$ cat config.mk
export PLATFORM = sky130hd
export DESIGN_NAME = stage_sequencer
export DESIGN_NICKNAME = d
export VERILOG_FILES = /design/src/rtl/stage_sequencer.sv
export SDC_FILE = /design/constraint.sdc
export NUM_CORES = 1
export LEC_CHECK = 0
export ABC_AREA = 1
export BUFFER_PORTS_ARGS = -buffer_cell sky130_fd_sc_hd__buf_2
export CORE_MARGIN = 2
export CORE_UTILIZATION = 55
export CTS_CLUSTER_SIZE = 14
export DETAILED_ROUTE_END_ITERATION = 10
export GPL_ROUTABILITY_DRIVEN = 0
export MAX_ROUTING_LAYER = met4
export PLACE_DENSITY = 0.8
export REMOVE_ABC_BUFFERS = 1
export SETUP_SLACK_MARGIN = 0.5
export SYNTH_ARGS = -nofsm -noshare
export SYNTH_HDL_FRONTEND = slang
export SYNTH_SLANG_ARGS = --single-unit
export TNS_END_PERCENT = 10
$ cat constraint.sdc
create_clock -name clk -period 2.2 [get_ports clk]
set_input_delay 0.44 -clock clk [delete_from_list [all_inputs] [get_ports clk]]
set_output_delay 0.44 -clock clk [all_outputs]
set_load 0.02 [all_outputs]
$ cat src/rtl/stage_sequencer.sv
// stage_sequencer: one-hot multicycle stage strobes with stall, flush, halt, retire count and stall timeout
module stage_sequencer #(
    parameter int NSTAGES = 5,
    parameter int LOOP_TO = 1,
    parameter int CNT_W   = 16,
    parameter int TIMEOUT = 0
) (
    input  logic                                         clk,
    input  logic                                         reset,
    input  logic                                         enable,
    input  logic [NSTAGES-1:0]                           stage_ready,
    input  logic                                         flush,
    input  logic                                         halt,
    output logic [NSTAGES-1:0]                           stage_onehot,
    output logic [((NSTAGES > 1) ? $clog2(NSTAGES) : 1)-1:0] stage_idx,
    output logic                                         stage_first,
    output logic                                         busy,
    output logic                                         retire,
    output logic [CNT_W-1:0]                             retire_count,
    output logic                                         timeout_err
);
    localparam int IW = (NSTAGES > 1) ? $clog2(NSTAGES) : 1;
    localparam int SW = $clog2(TIMEOUT + 2);
    localparam logic [IW-1:0] LAST = IW'(NSTAGES - 1);
    localparam logic [IW-1:0] LOOP = IW'(LOOP_TO);
    localparam logic [SW-1:0] TO   = SW'(TIMEOUT);

    typedef enum logic {IDLE, ACTIVE} state_t;

    state_t        state;
    logic [SW-1:0] stallCnt;
    logic [SW-1:0] stallNext;

    // Saturating stall count so a long stall never wraps back below the threshold
    assign stallNext = (&stallCnt) ? stallCnt : stallCnt + 1'b1;

    // Strobes are decoded purely from registered state
    assign busy         = (state == ACTIVE);
    assign stage_onehot = busy ? (NSTAGES'(1) << stage_idx) : '0;

    // Stage sequencing: flush beats freeze, freeze beats advance/stall
    always_ff @(posedge clk) begin
        if (reset) begin
            state        <= IDLE;
            stage_idx    <= '0;
            stage_first  <= 1'b0;
            retire       <= 1'b0;
            retire_count <= '0;
            timeout_err  <= 1'b0;
            stallCnt     <= '0;
        end else begin
            stage_first <= 1'b0;
            retire      <= 1'b0;
            if (state == IDLE) begin
                if (enable && !halt) begin
                    state       <= ACTIVE;
                    stage_idx   <= '0;
                    stage_first <= 1'b1;
                    stallCnt    <= '0;
                end
            end else if (flush) begin
                stage_idx   <= '0;
                stage_first <= 1'b1;
                stallCnt    <= '0;
            end else if (enable) begin
                if (stage_ready[stage_idx]) begin
                    stallCnt <= '0;
                    if (stage_idx == LAST) begin
                        retire       <= 1'b1;
                        retire_count <= retire_count + 1'b1;
                        if (halt) begin
                            state     <= IDLE;
                            stage_idx <= '0;
                        end else begin
                            stage_idx   <= LOOP;
                            stage_first <= 1'b1;
                        end
                    end else begin
                        stage_idx   <= stage_idx + 1'b1;
                        stage_first <= 1'b1;
                    end
                end else begin
                    stallCnt <= stallNext;
                    if (TIMEOUT != 0 && stallNext == TO)
                        timeout_err <= 1'b1;
                end
            end
        end
    end
endmodule
==> results of run 1 <==
## cell usage after synthesis
cell and instances:
inv_2 4, nor3_2 1, o21bai_1 1, nand2_2 2, o21ai_0 4, nor2_2 1, buf_4 1, o211ai_1 2
nand3_1 11, clkbuf_1 1, xnor2_1 3, nor3_1 3, buf_6 1, nor2_8 1, inv_1 20, xor2_1 4
nand3_2 1, a21oi_4 1, ha_1 6, nand2_4 1, nand2_1 58, nand4_1 5, a21oi_1 12, a21oi_2 1
conb_1 1, nor2_4 1, clkinv_1 1, or2_2 1, nand3_4 1, nor2_1 32, dfxtp_1 22
## through the flow
| stage | worst slack [ns] | hold WS [ns] | utilization, % |
|---|---|---|---|
| finish | 0.489 | 0.447 | 69.9 |
| global route | 0.423 | 0.473 | 69.9 |
| global placement | 0.403 | 0.484 | 64.9 |
| detailed placement | 0.329 | 0.491 | 64.9 |
| CTS | 0.485 | 0.459 | 69.6 |
| floorplan | 0.525 | 0.509 | - |
## sequential cells by signal, indices dropped and copies added (netlist names)
name and count:
stage_first 1, retire 1, stage_idx 3, busy 1, retire_count 16
## path summary, 6_finish.rpt
check             cells past startpoint             start               end
hold reg to reg                       2  retire_count[15]  retire_count[15]
setup / recovery                      5      stage_idx[0]   stage_onehot[1]
hold / removal                        2             reset      stage_idx[1]
setup reg to reg                     10      stage_idx[1]  retire_count[13]
## power by group through the flow
stage                     Combinational (mW)  Sequential [mW]  Clock [mW]
after floorplan                       0.0645            0.429           0
after global placement                 0.105            0.422           0
after detailed placement               0.105            0.422           0
after CTS                              0.115            0.413       0.317
after global routing                   0.131            0.414       0.325
final                                  0.118            0.413       0.316
## what timing repair did
action,4_1_cts,5_1_grt
endpoints found under the setup margin,16,16
setup buffers,2,1
endpoints found under the hold margin,0,0
resized for setup,14,0
pin swaps,0,0
## kinds of logic after synthesis
family                   count (synthesis)  share of synthesized area [%]
AO/OA/AOI/OAI                           21                           9.32
XOR/XNOR                                 7                           4.48
adder cells (fa/ha/maj)                  6                           5.48
buffers and inverters                   28                           8.50
flip-flops                              22                           32.2
other                                    1                          0.274
AND/OR/NAND/NOR                        119                           39.8
## cell type report
class                           count  area share, %
Clock buffer                        3           1.34
Timing Repair Buffer               39           12.3
Multi-Input combinational cell    154           49.7
Inverter                           25           6.01
Sequential cell                    22           26.7
Tap cell                           30           2.23
Clock inverter                      1           1.78
## per-layer routing
metal,up-vias,track usage [%]
met5,-,-
met4,0,7.26
met3,7,2.78
met2,55,34.8
met1,632,34.1
li1,718,-
## worst reg2reg max path, stage by stage (launching register included)
cell and delay, ns:
dfxtp_4 0.40, inv_4 0.09, ha_4 0.14, nand2_4 0.05, buf_4 0.16, nor3_2 0.22, nand3_1 0.14, nor2_2 0.12
nand3_1 0.08, nand2_1 0.06, nor2_1 0.04
==> out/summary.txt, run 1 <==
Clock Power Share: 37.3%
Total GRT Usage: 23.8%
Avg Synthesized Cell Area: 6.71 um^2
Seq pwr share: 48.7%
Yosys reg bits: 22
Num rows: 18
Clock Latency Late Sink: 0.32 ns
WL met2: 1420 um
Routed WL per cell: 11.5 um
Core area: 2410 um^2
Cell Count Post-Placement: 267
Worst-path fanout max: 4
Root buf cell: clkbuf_4
Part of the cycle the worst path needs: 77.8%
Number of antenna diodes: 0
Synthesized cell area: 1370 um^2
Top delay family on crit path: flip-flops
IR drop worst, VDD: 0.625 mV
Required time of the critical path: 1.76 ns
Setup crit end kind: primary output
Biggest cell delay along the critical path: 0.41 ns
Final Cell Area: 1690 um^2
Area of the multi-input gates: 837 um^2
Buf/Inv on CP: 3
Die Footprint: 2900 um^2
Synthesis-to-layout area growth: 23.1%
Final setup violation count: 0
HPWL after DPL: 2270 um
Post-DRT Antenna Nets: 0
Synthesized instance count: 204
Synth top area share: 32.2%
Max H-tree Level: 1
DRC Markers: 0
Worst Hold Class: primary input to register
RSZ-0062 raised after global routing: true
Hold Vio Cnt, Final: 0
Commonest non-fill, non-tap cell in the layout: nand2_1
Fin cells: 274
Max Clock Freq: 584 MHz
Routed length on met1: 1450 um
Die height: 53.9 um
Vias per cell: 5.15
Clock sinks: 22
Via count: 1412
Total congestion overflow: 0
Global-route wire length before repair: 4940 um
DR top layer: met4
Overall power: 0.848 mW
Metal3 WL: 227 um
Logic gate share of total power: 13.9%
Fin Clk Skew: 0.00172 ns
Die width: 53.9 um
CTS tree: done
Initial DRC count: 54
Sw frac: 25.9%
Placed cell area: 1560 um^2
Initial Util: 56.8%
Clock slew at reported path FFs: 0.13 ns
Setup_tns: 0 ns
Crit path cell chain: buf_4 > ha_1 > inv_1 > nor2_1 > buf_2
Most frequent cells in the layout: nand2_1, buf_2, nor2_1
Vias in the first global route: 1112
Share of cells above drive strength 1: 26.2%
Internal power: 0.629 mW
TritonCTS Buffers: 3
Ys Warns: 0
Io pins: 38
Routed WL: 3140 um
Fin crit period: 1.71 ns
Max_cap viols: 0
Fillers: 223
Critical path class: register to primary output
PortBufs: 36
Leak Pwr: 0.774 nW
Synth area leaders: dfxtp_1, nand2_1, nor2_1
CTS Buffer Depth: 2
Register area: 449 um^2
Max-slew violation count: 0
Seq/Total Area, Yosys: 32.2%
Worst setup SP type: register
Yosys cell types: 31
Hold buffer count at CTS: 0
Initial antenna violation count: 0
Reg-to-reg slack, setup: 0.60 ns
Synth area leader: dfxtp_1
Critical-path top delay cell: dfxtp_4
NetSw: 0.219 mW
Critical path arrival: 1.27 ns
Pin count of the biggest net entering global routing: 15
Drt first pass iters: 4
Power density cells: 503 nW/um^2
# nets final: 261
Status: complete, no violations
(Power assumes the default switching activity.)
==> run 2: changes to the inputs <==
--- a/config.mk
+++ b/config.mk
@@ -5,15 +5,15 @@
 export SDC_FILE = /design/constraint.sdc
 export NUM_CORES = 1
 export LEC_CHECK = 0
-export ABC_AREA = 1
+export ABC_AREA = 0
 export BUFFER_PORTS_ARGS = -buffer_cell sky130_fd_sc_hd__buf_2
 export CORE_MARGIN = 2
-export CORE_UTILIZATION = 55
+export CORE_UTILIZATION = 50
 export CTS_CLUSTER_SIZE = 14
 export DETAILED_ROUTE_END_ITERATION = 10
 export GPL_ROUTABILITY_DRIVEN = 0
 export MAX_ROUTING_LAYER = met4
-export PLACE_DENSITY = 0.8
+export PLACE_DENSITY = 0.75
 export REMOVE_ABC_BUFFERS = 1
 export SETUP_SLACK_MARGIN = 0.5
 export SYNTH_ARGS = -nofsm -noshare
==> constraint.sdc (replaced) <==
create_clock -name clk -period 1.7 [get_ports clk]
set_input_delay 0.34 -clock clk [delete_from_list [all_inputs] [get_ports clk]]
set_output_delay 0.34 -clock clk [all_outputs]
set_load 0.02 [all_outputs]
==> run 2 against run 1 <==
  * The run now ends with negative setup slack left
  * Die area is 2.1% lower
  * Hold slack worse by 0.091 ns
  * Critical path depth is 1 higher
  * Final area is 16% higher
  * Core utilization is 17 points higher
  * Power is 2.2% higher
  * Via count is 0.85% lower
  * Largest power group unchanged
==> out/summary.txt, run 2 <==
Most frequent CP cell: buf_6
Num rows: 17 (was 18)
Io pins: 38 (unchanged)
Number of antenna diodes: 0 (unchanged)
Clock sinks: 22 (unchanged)
Fillers: 117 (was 223)
Max-slew violation count: 0 (unchanged)
Total GRT Usage: 29.6% (was 23.8%)
Max Clock Freq: 549 MHz
Crit path cell chain: buf_6 > and4bb_4 > buf_6 > o211ai_4 > or4_1 > a21oi_1 (was buf_4 > ha_1 > inv_1 > nor2_1 > buf_2)
Vias in the first global route: 1305 (was 1112)
Total congestion overflow: 0 (unchanged)
Via count: 1400 (was 1412)
Reg with most FFs: retire_count (unchanged)
Synth area leader: dfxtp_1 (unchanged)
Initial DRC count: 35 (was 54)
Simple-gate share of the synthesized area: 28.1% (was 39.8%)
Yosys reg bits: 22 (unchanged)
Critical path class: register to register (was register to primary output)
Drt first pass iters: 4 (unchanged)
Xor/xnor share of the synthesized area: 2.16% (was 4.48%)
Placed cell area: 1580 um^2 (was 1560 um^2)
Asr flop ratio synth: 0% (unchanged)
Fin Clk Skew: 0.00507 ns (was 0.00172 ns)
Place WS: -0.139 ns (was 0.329 ns)
Required time of the critical path: 1.93 ns (was 1.76 ns)
RSZ-0062 raised after global routing: true (unchanged)
Synth cell count leaders: dfxtp_1, a21oi_1, o31ai_1, or4_1, nand3_1 (was nand2_1, nor2_1, dfxtp_1)
# nets final: 217 (was 261)
Part of the cycle the worst path needs: 107%
Post-synthesis compound-gate area fraction: 17.8% (was 9.32%)
Number of synthesized flops with an enable pin: 0 (unchanged)
Clock Latency Late Sink: 0.30 ns (was 0.32 ns)
GRT Max-Usage Layer: met2 (unchanged)
Worst-path fanout max: 5 (was 4)
Routed WL per cell: 18.3 um (was 11.5 um)
PortBufs: 36 (unchanged)
Top-count cell post-synth: dfxtp_1 (was nand2_1)
Final setup violation count: 11 (was 0)
Grt met1 use: 35.1% (was 34.1%)
Synth area leaders: dfxtp_1, ha_1, a21oi_1 (was dfxtp_1, nand2_1, nor2_1)
Max H-tree Level: 1 (unchanged)
CTS tree: done (unchanged)
Met2 usage: 48.1% (was 34.8%)
Setup_tns: -0.427 ns (was 0 ns)
Die Footprint: 2840 um^2 (was 2900 um^2)
Synthesized instance count: 137 (was 204)
Power density cells: 443 nW/um^2 (was 503 nW/um^2)
Initial antenna violation count: 0 (unchanged)
Ys Warns: 0 (unchanged)
Root buf cell: clkbuf_4 (unchanged)
Yosys cell types: 38 (was 31)
Critical path arrival: 2.05 ns (was 1.27 ns)
Setup crit end kind: register (was primary output)
Pin count of the biggest net entering global routing: 15 (unchanged)
Hold Vio Cnt, Final: 0 (unchanged)
Status: complete, but fails checks (was complete, no violations)
Overall power: 0.866 mW (was 0.848 mW)
Area of the multi-input gates: 873 um^2 (was 837 um^2)
Met3 usage: 4.52% (was 2.78%)
Leak Pwr: 0.779 nW (was 0.774 nW)
Avg Synthesized Cell Area: 8.88 um^2 (was 6.71 um^2)
Violated checks: negative setup slack
Min setup slack post-route: -0.122 ns (was 0.489 ns)
Critical-path top delay cell: or4_1 (was dfxtp_4)
Die height: 53.3 um (was 53.9 um)
Largest register FFs: 16 (unchanged)
Synth top area share: 36.2% (was 32.2%)
IR drop worst, VDD: 0.465 mV (was 0.625 mV)
Die width: 53.3 um (was 53.9 um)
Worst setup SP type: register (unchanged)
Hold buffer count at CTS: 0 (unchanged)
Biggest cell delay along the critical path: 0.44 ns (was 0.41 ns)
Routed WL: 4160 um (was 3140 um)
Worst Hold Class: primary input to register (unchanged)
Post-DRT Antenna Nets: 0 (unchanged)
CTS Buffer Depth: 2 (unchanged)
Synthesis-to-layout area growth: 60.9% (was 23.1%)
Clock slew at reported path FFs: 0.12 ns (was 0.13 ns)
Regs by FF count: retire_count x16, stage_idx x3 (unchanged)
Largest family of logic cells by synthesized area: simple AND/OR/NAND/NOR gates (unchanged)
DRC Markers: 0 (unchanged)
Register area: 468 um^2 (was 449 um^2)
Fin crit period: 1.82 ns
Core area: 2250 um^2 (was 2410 um^2)
Commonest non-fill, non-tap cell in the layout: buf_6 (was nand2_1)
Post-synthesis adder-cell area fraction: 6.17% (was 5.48%)
Vias per cell: 6.17 (was 5.15)
Synthesized cell area: 1220 um^2 (was 1370 um^2)
Post-synthesis mux area share: 4.53% (was 0%)
Seq/Total Area, Yosys: 36.2% (was 32.2%)
Share of cells above drive strength 1: 61.3% (was 26.2%)
Global-route wire length before repair: 6040 um (was 4940 um)
HPWL after DPL: 2340 um (was 2270 um)
Max_cap viols: 0 (unchanged)
Most frequent cells in the layout: buf_6, buf_4, buf_2 (was nand2_1, buf_2, nor2_1)
Final Cell Area: 1960 um^2 (was 1690 um^2)
Synth Flop Type: dfxtp_1 (unchanged)
Initial Util: 53.9% (was 56.8%)
TritonCTS Buffers: 3 (unchanged)
[run 2: critical path, delay by kind of cell (launching register included)]
kind            cells  cell delay (ns)
simple gates        2             0.83
buf+inv             2             0.26
compound gates      2             0.28
flops               1             0.38
[run 2: power by group]
group          leakage [nW]  internal, mW  switching (mW)
logic                 0.578        0.0496          0.0629
registers             0.187         0.514         0.00221
clock network        0.0138        0.0825           0.155
[run 2: cell families (layout without fill, tap and decap cells)]
| logic type | count (synthesis) | count (layout) |
|---|---|---|
| AO/OA/AOI/OAI | 33 | 34 |
| multiplexers | 4 | 4 |
| flip-flops | 22 | 22 |
| other | 1 | 1 |
| XOR/XNOR | 3 | 3 |
| adder cells (fa/ha/maj) | 6 | 6 |
| buffers and inverters | 12 | 73 |
| AND/OR/NAND/NOR | 56 | 56 |
[run 2: through the flow]
step	instances	hold WS [ns]	utilization, %
3_3_place_gp	220	0.463	70.3
4_1_cts	226	0.352	81.0
3_5_place_dp	220	0.470	70.3
6_report	227	0.357	86.8
5_1_grt	227	0.356	86.8
2_1_floorplan	131	0.409	-
[run 2: final cells by class]
type	instances	area share (%)
repair buffers	64	27.2
well taps	28	1.79
flip-flops and latches	22	23.9
inverters	6	1.28
multi-input cells	104	44.6
clock buffers	3	1.15
[run 2: routing by layer]
metal  up-vias  share of wire, %
met5         -                 0
met4         0               2.7
li1        639                 -
met3        13               5.8
met2        75                52
met1       673                40
[run 2: path summary, 6_finish.rpt]
path                          from          endpoint  slack, ns  cells after the start
hold reg to reg   retire_count[15]  retire_count[15]       0.52                      2
setup reg to reg      stage_idx[0]  retire_count[14]      -0.12                      6
setup / recovery      stage_idx[0]  retire_count[14]      -0.12                      6
hold / removal               reset      stage_idx[2]       0.36                      2
[run 2: repair_timing]
item | CTS | global route
setup endpoints to repair | 44 | 47
gates cloned | 1 | 0
pin swaps | 25 | 10
resized for setup | 64 | 36
setup buffers | 2 | 1
==> run 3: changes to the inputs <==
--- a/config.mk
+++ b/config.mk
@@ -12,10 +12,12 @@
 export CTS_CLUSTER_SIZE = 14
 export DETAILED_ROUTE_END_ITERATION = 10
 export GPL_ROUTABILITY_DRIVEN = 0
+export GPL_TIMING_DRIVEN = 1
 export MAX_ROUTING_LAYER = met4
 export PLACE_DENSITY = 0.75
 export REMOVE_ABC_BUFFERS = 1
 export SETUP_SLACK_MARGIN = 0.5
+export SKIP_CTS_REPAIR_TIMING = 1
 export SYNTH_ARGS = -nofsm -noshare
 export SYNTH_HDL_FRONTEND = slang
 export SYNTH_SLANG_ARGS = --single-unit
==> constraint.sdc (replaced) <==
create_clock -name clk -period 1.85 [get_ports clk]
set_input_delay 0.37 -clock clk [delete_from_list [all_inputs] [get_ports clk]]
set_output_delay 0.37 -clock clk [all_outputs]
set_load 0.02 [all_outputs]
==> run 3 against run 2 <==
  * The flow now finishes without violations
  * Die area is the same
  * Wire length decreased by 23%
  * Clock-buffer cell count is the same
  * Setup slack improved by 0.20 ns
  * Critical path depth shrank 1
  * Combinational power decreased by 30%
  * Final cell count down 6.2%
  * Non-clock buffer count fell by 14
  * Core utilization shrank 14 points
  * Clock power fell by 8.9%
==> out/summary.txt, run 3 (synthesis gave the netlist of run 2 again) <==
Critical path arrival: 1.40 ns (was 2.05 ns)
NetSw: 0.190 mW (was 0.220 mW)
Die width: 53.3 um (unchanged)
Setup crit end kind: primary output (was register)
Hold EP: stage_idx[0] (was stage_idx[2])
Max Clock Freq: 565 MHz
Root buf cell: clkbuf_4 (unchanged)
Post-DRT Antenna Nets: 0 (unchanged)
Drt first pass iters: 4 (unchanged)
# nets final: 203 (was 217)
Required time of the critical path: 1.48 ns (was 1.93 ns)
Initial Util: 53.9% (unchanged)
Worst setup SP type: register (unchanged)
Biggest cell delay along the critical path: 0.39 ns (was 0.44 ns)
DRC Markers: 0 (unchanged)
IR drop worst, VDD: 0.490 mV (was 0.465 mV)
Seq pwr share: 61.8% (was 59.6%)
Die height: 53.3 um (unchanged)
Reg-to-reg slack, setup: 0.10 ns (was -0.12 ns)
Clock Latency Late Sink: 0.31 ns (was 0.30 ns)
Leak Pwr: 0.705 nW (was 0.779 nW)
Commonest non-fill, non-tap cell in the layout: buf_2 (was buf_6)
Clock sinks: 22 (unchanged)
Min-Delay Path Depth: 4 (was 2)
Critical path class: register to primary output (was register to register)
Num rows: 17 (unchanged)
Routed WL per cell: 15.0 um (was 18.3 um)
Worst Hold Class: primary input to register (unchanged)
Total GRT Usage: 23.6% (was 29.6%)
Status: complete, no violations (was complete, but fails checks)
Max-slew violation count: 0 (unchanged)
Synthesis-to-layout area growth: 35.6% (was 60.9%)
Hold Crit Start: flush (was reset)
Fin crit period: 1.77 ns
Reg2reg end: stage_idx[0] (was retire_count[14])
Pin count of the biggest net entering global routing: 25 (was 15)
Clock Power Share: 28.0% (was 27.4%)
Via count: 1257 (was 1400)
HPWL after DPL: 2110 um (was 2340 um)
Register area: 449 um^2 (was 468 um^2)
Worst-path fanout max: 5 (unchanged)
Setup_tns: 0 ns (was -0.427 ns)
Vias per cell: 5.90 (was 6.17)
Fillers: 187 (was 117)
Initial DRC count: 26 (was 35)
Share of cells above drive strength 1: 41.6% (was 61.3%)
Io pins: 38 (unchanged)
Logic gate share of total power: 10.2% (was 13.0%)
Worst Setup SP: stage_idx[0] (unchanged)
Clock slew at reported path FFs: 0.12 ns (about the same)
PortBufs: 36 (unchanged)
CTS tree: done (unchanged)
Core area: 2250 um^2 (unchanged)
Vias in the first global route: 1184 (was 1305)
Initial antenna violation count: 0 (unchanged)
R2r startpoint: stage_idx[1] (was stage_idx[0])
Max_cap viols: 0 (unchanged)
Area of the multi-input gates: 812 um^2 (was 873 um^2)
TritonCTS Buffers: 3 (unchanged)
Number of antenna diodes: 0 (unchanged)
Regs by FF count: retire_count x16, stage_idx x3 (unchanged)
Sw frac: 24.6% (was 25.4%)
Critical-path top delay cell: dfxtp_4 (was or4_1)
Layout Utilization: 73.1% (was 86.8%)
Crit path cell chain: buf_6 > ha_2 > ha_4 > and2_4 > buf_6 (was buf_6 > and4bb_4 > buf_6 > o211ai_4 > or4_1 > a21oi_1)
Final setup violation count: 0 (was 11)
Routed WL: 3210 um (was 4160 um)
Overall power: 0.771 mW (was 0.866 mW)
Largest register FFs: 16 (unchanged)
Fin Clk Skew: 0.00541 ns (was 0.00507 ns)
Most frequent CP cell: buf_6 (unchanged)
CTS Buffer Depth: 2 (unchanged)
Reg with most FFs: retire_count (unchanged)
Power density cells: 467 nW/um^2 (was 443 nW/um^2)
Part of the cycle the worst path needs: 95.7%
RSZ-0062 raised after global routing: true (unchanged)
Max H-tree Level: 1 (unchanged)
Die Footprint: 2840 um^2 (unchanged)
Internal power: 0.581 mW (was 0.646 mW)
Hold Slack: 0.435 ns (was 0.357 ns)
Most frequent cells in the layout: buf_2, dfxtp_1, a21oi_1 (was buf_6, buf_4, buf_2)
Worst r2r path cells: 5 (was 6)
Hold Vio Cnt, Final: 0 (unchanged)
Total congestion overflow: 0 (unchanged)
Global-route wire length before repair: 4920 um (was 6040 um)
-- run 3: changes by cell type in the layout (fill, tap and decap cells not counted), sizes merged --
| cell | before | now |
|---|---|---|
| buf | 64 | 50 |
-- run 3: worst max-delay path by stage --
stage                                   to  slack (ns)  cells after the start
final                      stage_onehot[3]        0.08                      5
after global routing      retire_count[10]        0.03                      6
after CTS                 retire_count[11]       -0.05                      6
after detailed placement  retire_count[11]       -0.02                      6
after global placement        stage_idx[0]        0.07                      5
after floorplan           retire_count[11]       -0.17                      6
-- run 3: final cells by class --
cell class              count  share of cell area, %
well taps                  28                   2.12
flip-flops and latches     22                   27.2
inverters                   6                   1.67
repair buffers             50                   18.4
clock buffers               3                   1.37
multi-input cells         104                   49.2
-- run 3: power groups by stage --
stage	combinational (mW)	sequential [mW]	clock, mW
3_3_place_gp	0.0699	0.489	0
6_report	0.0786	0.476	0.216
5_1_grt	0.0847	0.477	0.236
2_1_floorplan	0.0282	0.495	0
4_1_cts	0.0705	0.479	0.221
3_5_place_dp	0.0701	0.489	0
-- run 3: layer usage --
metal	global-route usage, %	part of all wire, %	wire length (um)
met1	26.7	44	1400
met2	39.9	50	1600
met3	4.24	4.5	143
met4	11.1	2.0	63
met5	-	0	0
-- run 3: metrics by stage --
step / instances / area [um^2] / setup WS, ns
floorplan: 131 / 1180 / -0.173
global placement: 207 / 1490 / 0.0679
detailed placement: 207 / 1490 / -0.0249
CTS: 210 / 1510 / -0.0486
global route: 213 / 1650 / 0.0312
finish: 213 / 1650 / 0.0798
-- run 3: critical path: cells and delay by family (launching register included) --
family | cells | cell delay, ns
buf+inv | 2 | 0.25
simple gates | 1 | 0.13
flops | 1 | 0.39
fa+ha+maj | 2 | 0.33
